**config.mk**
```make
export PLATFORM = sky130hd
export DESIGN_NAME = mole_round_scheduler
export DESIGN_NICKNAME = d
export VERILOG_FILES = /design/src/rtl/mole_round_scheduler.sv
export SDC_FILE = /design/constraint.sdc
export NUM_CORES = 1
export LEC_CHECK = 0
export ABC_AREA = 0
export BUFFER_PORTS_ARGS = -buffer_cell sky130_fd_sc_hd__buf_2
export CAP_MARGIN = 20
export CORE_AREA = 2 2 59 117
export CTS_BUF_LIST = sky130_fd_sc_hd__clkbuf_4 sky130_fd_sc_hd__clkbuf_8
export CTS_CLUSTER_DIAMETER = 150
export DETAILED_ROUTE_END_ITERATION = 6
export DIE_AREA = 0 0 61 119
export GPL_ROUTABILITY_DRIVEN = 0
export PLACE_DENSITY_LB_ADDON = 0.08
export SLEW_MARGIN = 0
export SYNTH_ARGS = -nofsm -noshare
export SYNTH_HDL_FRONTEND = slang
export SYNTH_SLANG_ARGS = --single-unit
```
**constraint.sdc**
```tcl
create_clock -name clk -period 3.29 [get_ports clk]
set_input_delay 0.1645 -clock clk [delete_from_list [all_inputs] [get_ports clk]]
set_output_delay 0.1645 -clock clk [all_outputs]
set_load 0.02 [all_outputs]
```
**src/rtl/mole_round_scheduler.sv**
```systemverilog
// rtl/mole_round_scheduler.sv - whack-a-mole round sequencer: countdown, mole up/down pacing, difficulty ramp, game over
module mole_round_scheduler #(
  parameter int CLKS_PER_MS     = 50000,
  parameter int COUNTDOWN_MS    = 3000,
  parameter int MOLE_UP_MS      = 2000,
  parameter int MOLE_DOWN_MS    = 1000,
  parameter int MIN_UP_MS       = 500,
  parameter int RAMP_STEP_MS    = 100,
  parameter int ROUNDS_PER_STEP = 4,
  parameter int MAX_TIMER_MS    = 20000
) (
  input  logic                              clk,
  input  logic                              rst,
  input  logic                              start_button_pressed,
  input  logic [$clog2(MAX_TIMER_MS)-1:0]   timer_milliseconds,
  input  logic                              full_clear_hit,
  output logic                              game_in_progress,
  output logic                              mole_clk,
  output logic                              moles_visible,
  output logic                              countdown_active,
  output logic                              game_over,
  output logic [7:0]                        round_count,
  output logic [$clog2(MOLE_UP_MS+1)-1:0]   up_time_ms
);

  localparam int TW = $clog2(MAX_TIMER_MS);
  localparam int UW = $clog2(MOLE_UP_MS + 1);
  localparam int PW = (CLKS_PER_MS > 1) ? $clog2(CLKS_PER_MS) : 1;
  localparam int PH_MAX0 = (COUNTDOWN_MS > MOLE_UP_MS) ? COUNTDOWN_MS : MOLE_UP_MS;
  localparam int PH_MAX = (PH_MAX0 > MOLE_DOWN_MS) ? PH_MAX0 : MOLE_DOWN_MS;
  localparam int HW = $clog2(PH_MAX + 1);

  typedef enum logic [2:0] {
    S_IDLE, S_COUNTDOWN, S_MOLE_UP, S_MOLE_DOWN, S_GAME_OVER
  } state_t;

  state_t state_q, state_d;
  logic [PW-1:0] presc_q, presc_d;
  logic [HW-1:0] phase_q, phase_d;
  logic [7:0]    round_q, round_d;
  logic [UW-1:0] up_q, up_d;
  logic          gip_q, gip_d;
  logic          mole_clk_q, mole_clk_d;
  logic          mv_q, mv_d;
  logic          cd_q, cd_d;
  logic          go_q, go_d;

  logic          ms_tick;
  logic [HW-1:0] phase_limit;
  logic          phase_done;
  logic          timer_zero;
  logic          entering;
  logic          mole_entry;
  logic [UW:0]   up_dec;
  logic [UW-1:0] up_ramped;
  logic          ramp_due;

  assign ms_tick    = (presc_q == PW'(CLKS_PER_MS - 1));
  assign timer_zero = (timer_milliseconds == TW'(0));

  // Extra headroom bit catches a borrow so the window clamps instead of wrapping.
  assign up_dec    = {1'b0, up_q} - (UW+1)'(RAMP_STEP_MS);
  assign up_ramped = (up_dec[UW] || (up_dec[UW-1:0] < UW'(MIN_UP_MS))) ? UW'(MIN_UP_MS)
                                                                       : up_dec[UW-1:0];
  assign ramp_due  = (round_q != 8'd0) &&
                     ((32'(round_q) % 32'(ROUNDS_PER_STEP)) == 32'd0);

  always_comb begin
    phase_limit = HW'(0);
    case (state_q)
      S_COUNTDOWN: phase_limit = HW'(COUNTDOWN_MS);
      S_MOLE_UP:   phase_limit = HW'(up_q);
      S_MOLE_DOWN: phase_limit = HW'(MOLE_DOWN_MS);
      default:     phase_limit = HW'(0);
    endcase
  end

  assign phase_done = ms_tick && (phase_q == (phase_limit - HW'(1)));

  always_ff @(posedge clk) begin
    if (rst) begin
      state_q    <= S_IDLE;
      presc_q    <= '0;
      phase_q    <= '0;
      round_q    <= 8'd0;
      up_q       <= UW'(MOLE_UP_MS);
      gip_q      <= 1'b0;
      mole_clk_q <= 1'b0;
      mv_q       <= 1'b0;
      cd_q       <= 1'b0;
      go_q       <= 1'b0;
    end else begin
      state_q    <= state_d;
      presc_q    <= presc_d;
      phase_q    <= phase_d;
      round_q    <= round_d;
      up_q       <= up_d;
      gip_q      <= gip_d;
      mole_clk_q <= mole_clk_d;
      mv_q       <= mv_d;
      cd_q       <= cd_d;
      go_q       <= go_d;
    end
  end

  // Timer expiry is checked first so it beats a same-cycle clear or phase expiry.
  always_comb begin
    state_d = state_q;
    up_d    = up_q;
    case (state_q)
      S_IDLE:      if (start_button_pressed) state_d = S_COUNTDOWN;
      S_COUNTDOWN: if (phase_done) state_d = S_MOLE_UP;
      S_MOLE_UP: begin
        if (timer_zero) begin
          state_d = S_GAME_OVER;
        end else if (full_clear_hit || phase_done) begin
          state_d = S_MOLE_DOWN;
          if (ramp_due) up_d = up_ramped;
        end
      end
      S_MOLE_DOWN: begin
        if (timer_zero) state_d = S_GAME_OVER;
        else if (phase_done) state_d = S_MOLE_UP;
      end
      S_GAME_OVER: state_d = S_GAME_OVER;
      default:     state_d = S_IDLE;
    endcase

    entering   = (state_d != state_q);
    mole_entry = (state_d == S_MOLE_UP) && (state_q != S_MOLE_UP);

    if (entering || ms_tick) presc_d = '0;
    else                     presc_d = presc_q + PW'(1);

    if (entering)
      phase_d = '0;
    else if (ms_tick && (state_q inside {S_COUNTDOWN, S_MOLE_UP, S_MOLE_DOWN}))
      phase_d = phase_q + HW'(1);
    else
      phase_d = phase_q;

    if (mole_entry && (round_q != 8'hFF)) round_d = round_q + 8'd1;
    else                                   round_d = round_q;
  end

  always_comb begin
    gip_d      = (state_d == S_MOLE_UP) || (state_d == S_MOLE_DOWN);
    mole_clk_d = mole_entry;
    mv_d       = (state_d == S_MOLE_UP);
    cd_d       = (state_d == S_COUNTDOWN);
    go_d       = (state_d == S_GAME_OVER);
  end

  assign game_in_progress = gip_q;
  assign mole_clk         = mole_clk_q;
  assign moles_visible    = mv_q;
  assign countdown_active = cd_q;
  assign game_over        = go_q;
  assign round_count      = round_q;
  assign up_time_ms       = up_q;

endmodule

```
Yosys cells after proc, flatten, opt, wreduce, memory -nomap -nowiden --
Cells that the tools add are included.
Storage, ports and cells: bits in registers 55, input bits 19, output and inout port bits 24, word-level logic and storage cells 55
Cells by class: add/subtract/negate cells 5, order comparisons 1, equality and inequality tests 13, muxes and demuxes 8, bitwise operators 1, reduce and logical (&&, ||, !) cells 17
Operators with widths (count):
- one-hot mux 12 bit (3 select lines) | 1
- zero test 32 bit | 1
- adder 16 x 1 -> 16 bit, second input constant | 1
- == test 16 bit, second input constant | 1
- zero test 15 bit | 1
- two-way mux 3 bit | 5
- one-hot mux 3 bit (5 select lines) | 1
- adder 12 x 1 -> 12 bit, second input constant | 1
- == test 12 bit | 1
- == test 3 x 2 -> 1 bit, second input constant | 4
- subtractor 11 x 7 -> 12 bit, second input constant | 1
- subtractor 12 x 1 -> 12 bit, second input constant | 1
- < comparator 11 x 9 -> 1 bit, second input constant | 1
- two-way mux 11 bit | 1
- adder 8 x 1 -> 8 bit, second input constant | 1
- != test 8 bit, second input constant | 1
- nonzero test 8 bit | 1
- == test 3 x 1 -> 1 bit, second input constant | 2
- == test 3 bit, second input constant | 2
- logical AND 1 bit | 5
- logical OR 1 bit | 4
- AND reduction 4 bit | 1
- OR reduction 2 bit | 2
- zero test 3 bit | 1
- other kinds (4) | 4

Logic depth before layout (Yosys ltp) --
depth after elaboration 12, mapped depth 17, gate-level depth less buffers 12

Least setup slack after synthesis --
No wires, ideal clock.
kind flip-flop to flip-flop, start point register state_q[0], end point register round_q[0] (netlist: round_count[0]), setup time 0.121 ns, data arrival time 3.309 ns, data required time 3.169 ns, path slack -0.139 ns, stages on the path, launching flop included 17, path buffers 5, period minus slack after synthesis 3.429 ns, cell sequence dfxtp_1 -> buf_6 -> buf_4 -> clkbuf_1 -> nor2_1 -> nand2_1 -> ha_1 -> clkbuf_1 -> a21boi_0 -> and4bb_2 -> mux2i_1 -> mux2i_1 -> nand4_1 -> mux2_4 -> buf_6 -> nor2_1 -> mux2_2
Between the ends: longest elaborated chain between the ends 12, elaborated cells on any way between the ends 20, classes of those cells add/sub (1); eq/ne (7); mux (7); reduce/logical (5)
Ends and longest elaborated chain:
- from (decl) | RTL line 37 | state_t state_q, state_d;
- from (signal assigned) | RTL line 93 | state_q <= state_d;
- == test 3 x 2 -> 1 bit / == test 3 x 1 -> 1 bit (equally long branches) | RTL line 70, 110
- one-hot mux 12 bit (3 select lines) | RTL line 70 | case (state_q)
- subtractor 12 x 1 -> 12 bit | RTL line 78 | assign phase_done = ms_tick && (phase_q == (phase_limit - HW'(1)));
- == test 12 bit | RTL line 78
- logical AND 1 bit | RTL line 78
- logical OR 1 bit | RTL line 116 | end else if (full_clear_hit || phase_done) begin
- two-way mux 3 bit | RTL line 116
- two-way mux 3 bit | RTL line 114 | if (timer_zero) begin
- one-hot mux 3 bit (5 select lines) | RTL line 110 | case (state_q)
- == test 3 x 2 -> 1 bit | RTL line 130 | mole_entry = (state_d == S_MOLE_UP) && (state_q != S_MOLE_UP);
- logical AND 1 bit * | RTL line 130
- logical AND 1 bit * | RTL line 142 | if (mole_entry && (round_q != 8'hFF)) round_d = round_q + 8'd1;
- to (signal assigned) | RTL line 96 | round_q <= round_d;
- to (decl) | RTL line 40 | logic [7:0] round_q, round_d;
Every way passes the cells marked *; elsewhere a longest branch is shown, timed or not. A chain may end at the register's enable or synchronous reset.

Final worst setup path --
start point register state_q[2], end point register round_q[5] (netlist: round_count[5])
Same word-level chain as after synthesis.

==> flow_summary.ini <==
[worst_hold_path]
hold_class = in -> reg
min-delay-start = rst
whs_path_depth = 2

[finish]
syn_to_final_growth_pct = 10.1
final_nets = 470
drive_gt1_share_pct = 17.5
num_antenna_cells = 0
fillers = 640

[power]
fin_total_pwr_mw = 1.17
vdd_drop_max_uv = 272
powerDensity_nw_per_um2 = 315
leakagePower_nw = 1.44

[cts]
cts_buffers = 5
cts_tree = done
cts_setup_buffers = 0
cts_resized = 0
h-tree-depth = 2
clock_path_buffers = 2
clk_pin_slew_ns = 0.10
clock_latency_ns = 0.32
cts_num_sinks = 53
cts_hold_buf = 0
root_buffer = clkbuf_8

[status]
status = completed

[floorplan]
rows = 42
start_util_pct = 52.3
dieArea_um2 = 7260
io_pins = 43
core_area_um2 = 6460
die_h_um = 119
dieWidth_um = 61

[grt]
overflow = 0
grt_max_degree = 36
gr-usage-all-layers_pct = 23.0
grt_pass1_wl_mm = 13.1
grt_pass1_vias = 2822
antenna_found_initial = 0

[logic_synthesis]
yosysUniqueCellTypes = 67
synth_ff_type = dfxtp_1
syn-cell-area_um2 = 3380
synth_enable_flop_cells = 0
synthCells = 414
synth_async_sr_flop_share_pct = 0
avgSynthCellArea_um2 = 8.16
ys_seq_elements = 53
synth-seq-area-share_pct = 31.4
yosys_warnings = 0

[routing]
wl_per_cell_um = 14.1
drtAntennaViolNets = 0
vias_per_cell = 5.66
vias = 3024
firstDrtPassIters = 4
drcViolationCount = 0
drt_iter0_drc = 206
finalWirelength_mm = 7.54

[worst_setup_path]
worstReg2RegStart = state_q[2]$_SDFF_PP0_
critPathKind = reg -> reg
reg2reg_slack_ns = 0.24
crit_top_cell = mux2i_1
critPathTopFamily = multiplexers
path_cells = nand2b_1, nor2_1, nand2_1, ha_2, a21boi_0, and4bb_2, mux2i_1, mux2i_1, nand4_1, mux2_4, nor4b_2, mux2_2
startpoint_type = register
rr_worst_depth = 12
r2r-end = round_count[5]$_SDFFE_PP0P_
critPathBufInv = 0
crit_path_end_kind = register
worstPathRequired_ns = 3.50
cp_max_fo = 15
worstPathArrival_ns = 3.26
cpMaxStageDelayCell = mux2_4
crit_cells = 12
crit_start = state_q[2]$_SDFF_PP0_
crit_end = round_count[5]$_SDFFE_PP0P_
crit_path_max_incr_delay_ns = 0.41

[sta]
max_slew.worst_pin.slew_ns = 0.568
rsz0062_at_grt = no
finalHoldViolCount = 0
slew_violations = 0
fin_crit_sh_pct = 92.7
setup_tns_ns = 0
max-slew-margin-rel_pct = 62.1
max_freq_ghz = 0.328
fin_skew_ns = 0.0106
setup_viol = 0
min_period_ns = 3.05

[placement]
post-dp-hpwl_mm = 5.62
io_buffers = 40

[job]
cap_viol_max_count = 0
worst min path at each step:
stage	to
global placement	presc_q[0]$_SDFF_PP0_
detailed placement	presc_q[0]$_SDFF_PP0_
floorplan	presc_q[0]$_SDFF_PP0_
CTS	up_time_ms[3]$_SDFFE_PP0P_
finish	up_time_ms[3]$_SDFFE_PP0P_
global route	game_over$_SDFF_PP0_
routing by layer:
layer / up-vias / GRT usage, % / routed length, um
met5: - / 0 / 0
met4: 0 / 10.1 / 146
met3: 8 / 2.61 / 223
met2: 48 / 36.5 / 3910
met1: 1434 / 30.4 / 3260
li1: 1534 / - / -
final cells by class:
type / count / area [um2] / share of cell area [%]
clock buffer: 5 / 68.8 / 1.85
clock inverter: 3 / 26.3 / 0.707
inverter: 13 / 48.8 / 1.31
multi-input combinational: 321 / 2110 / 56.7
sequential: 53 / 1060 / 28.5
tap: 88 / 110 / 2.96
timing repair buffer: 51 / 295 / 7.94
cells in the mapped netlist (10+ instances only):
library cell / number / area share (%)
inv_1: 13 / 1.4
xnor2_1: 17 / 4.4
nor3_1: 17 / 2.5
dfxtp_1: 53 / 31
nor2_1: 62 / 6.9
nand3_1: 20 / 3.0
o21ai_0: 13 / 1.9
clkbuf_1: 11 / 1.2
nand4_1: 10 / 1.9
nor2b_1: 11 / 2.0
xor2_1: 17 / 4.4
nand2_1: 24 / 2.7
a21oi_1: 11 / 1.6
cells in the final DEF (no fill, tap or decap), drive strengths merged, types with 13 or more instances in the layout:
master,count
nor2,62
inv,14
o21ai,13
nor3,17
dfxtp,53
nand3,20
xnor2,17
nand2,24
buf,51
xor2,17
cell families (layout without fill, tap and decap cells):
logic type | Yosys count | in the layout | share of synthesized area [%]
AO/OA/AOI/OAI | 66 | 66 | 14.8
buffers and inverters | 41 | 72 | 6.37
other | 2 | 3 | 0.222
XOR/XNOR | 34 | 34 | 8.81
AND/OR/NAND/NOR | 203 | 203 | 33.3
flip-flops | 53 | 53 | 31.4
adder cells (fa/ha/maj) | 6 | 6 | 2.22
multiplexers | 9 | 9 | 2.89
power by group:
part	leakage, nW	switching [mW]	total, mW	internal, mW
Sequential	0.428	0.00708	0.656	0.649
Clock	0.0487	0.233	0.388	0.156
Combinational	0.961	0.0769	0.127	0.0502
sequential cells by signal, indices dropped and copies added (netlist names):
register,count
game_over,1
moles_visible,1
phase_q,12
state_q,3
mole_clk,1
game_in_progress,1
up_time_ms,9
countdown_active,1
presc_q,16
round_count,8
through the flow:
stage | utilization (%) | worst slack [ns] | cells | hold WS, ns | cell area, um2
after global placement | 56.0 | 0.293 | 526 | 0.467 | 3620
after floorplan | - | 0.0600 | 415 | 0.452 | 3380
after global routing | 57.5 | 0.000121 | 534 | 0.380 | 3720
after CTS | 57.5 | 0.193 | 534 | 0.308 | 3720
after detailed placement | 56.0 | 0.215 | 526 | 0.491 | 3620
final | 57.5 | 0.241 | 534 | 0.318 | 3720
Note: power is estimated with default switching activity, not from simulation.
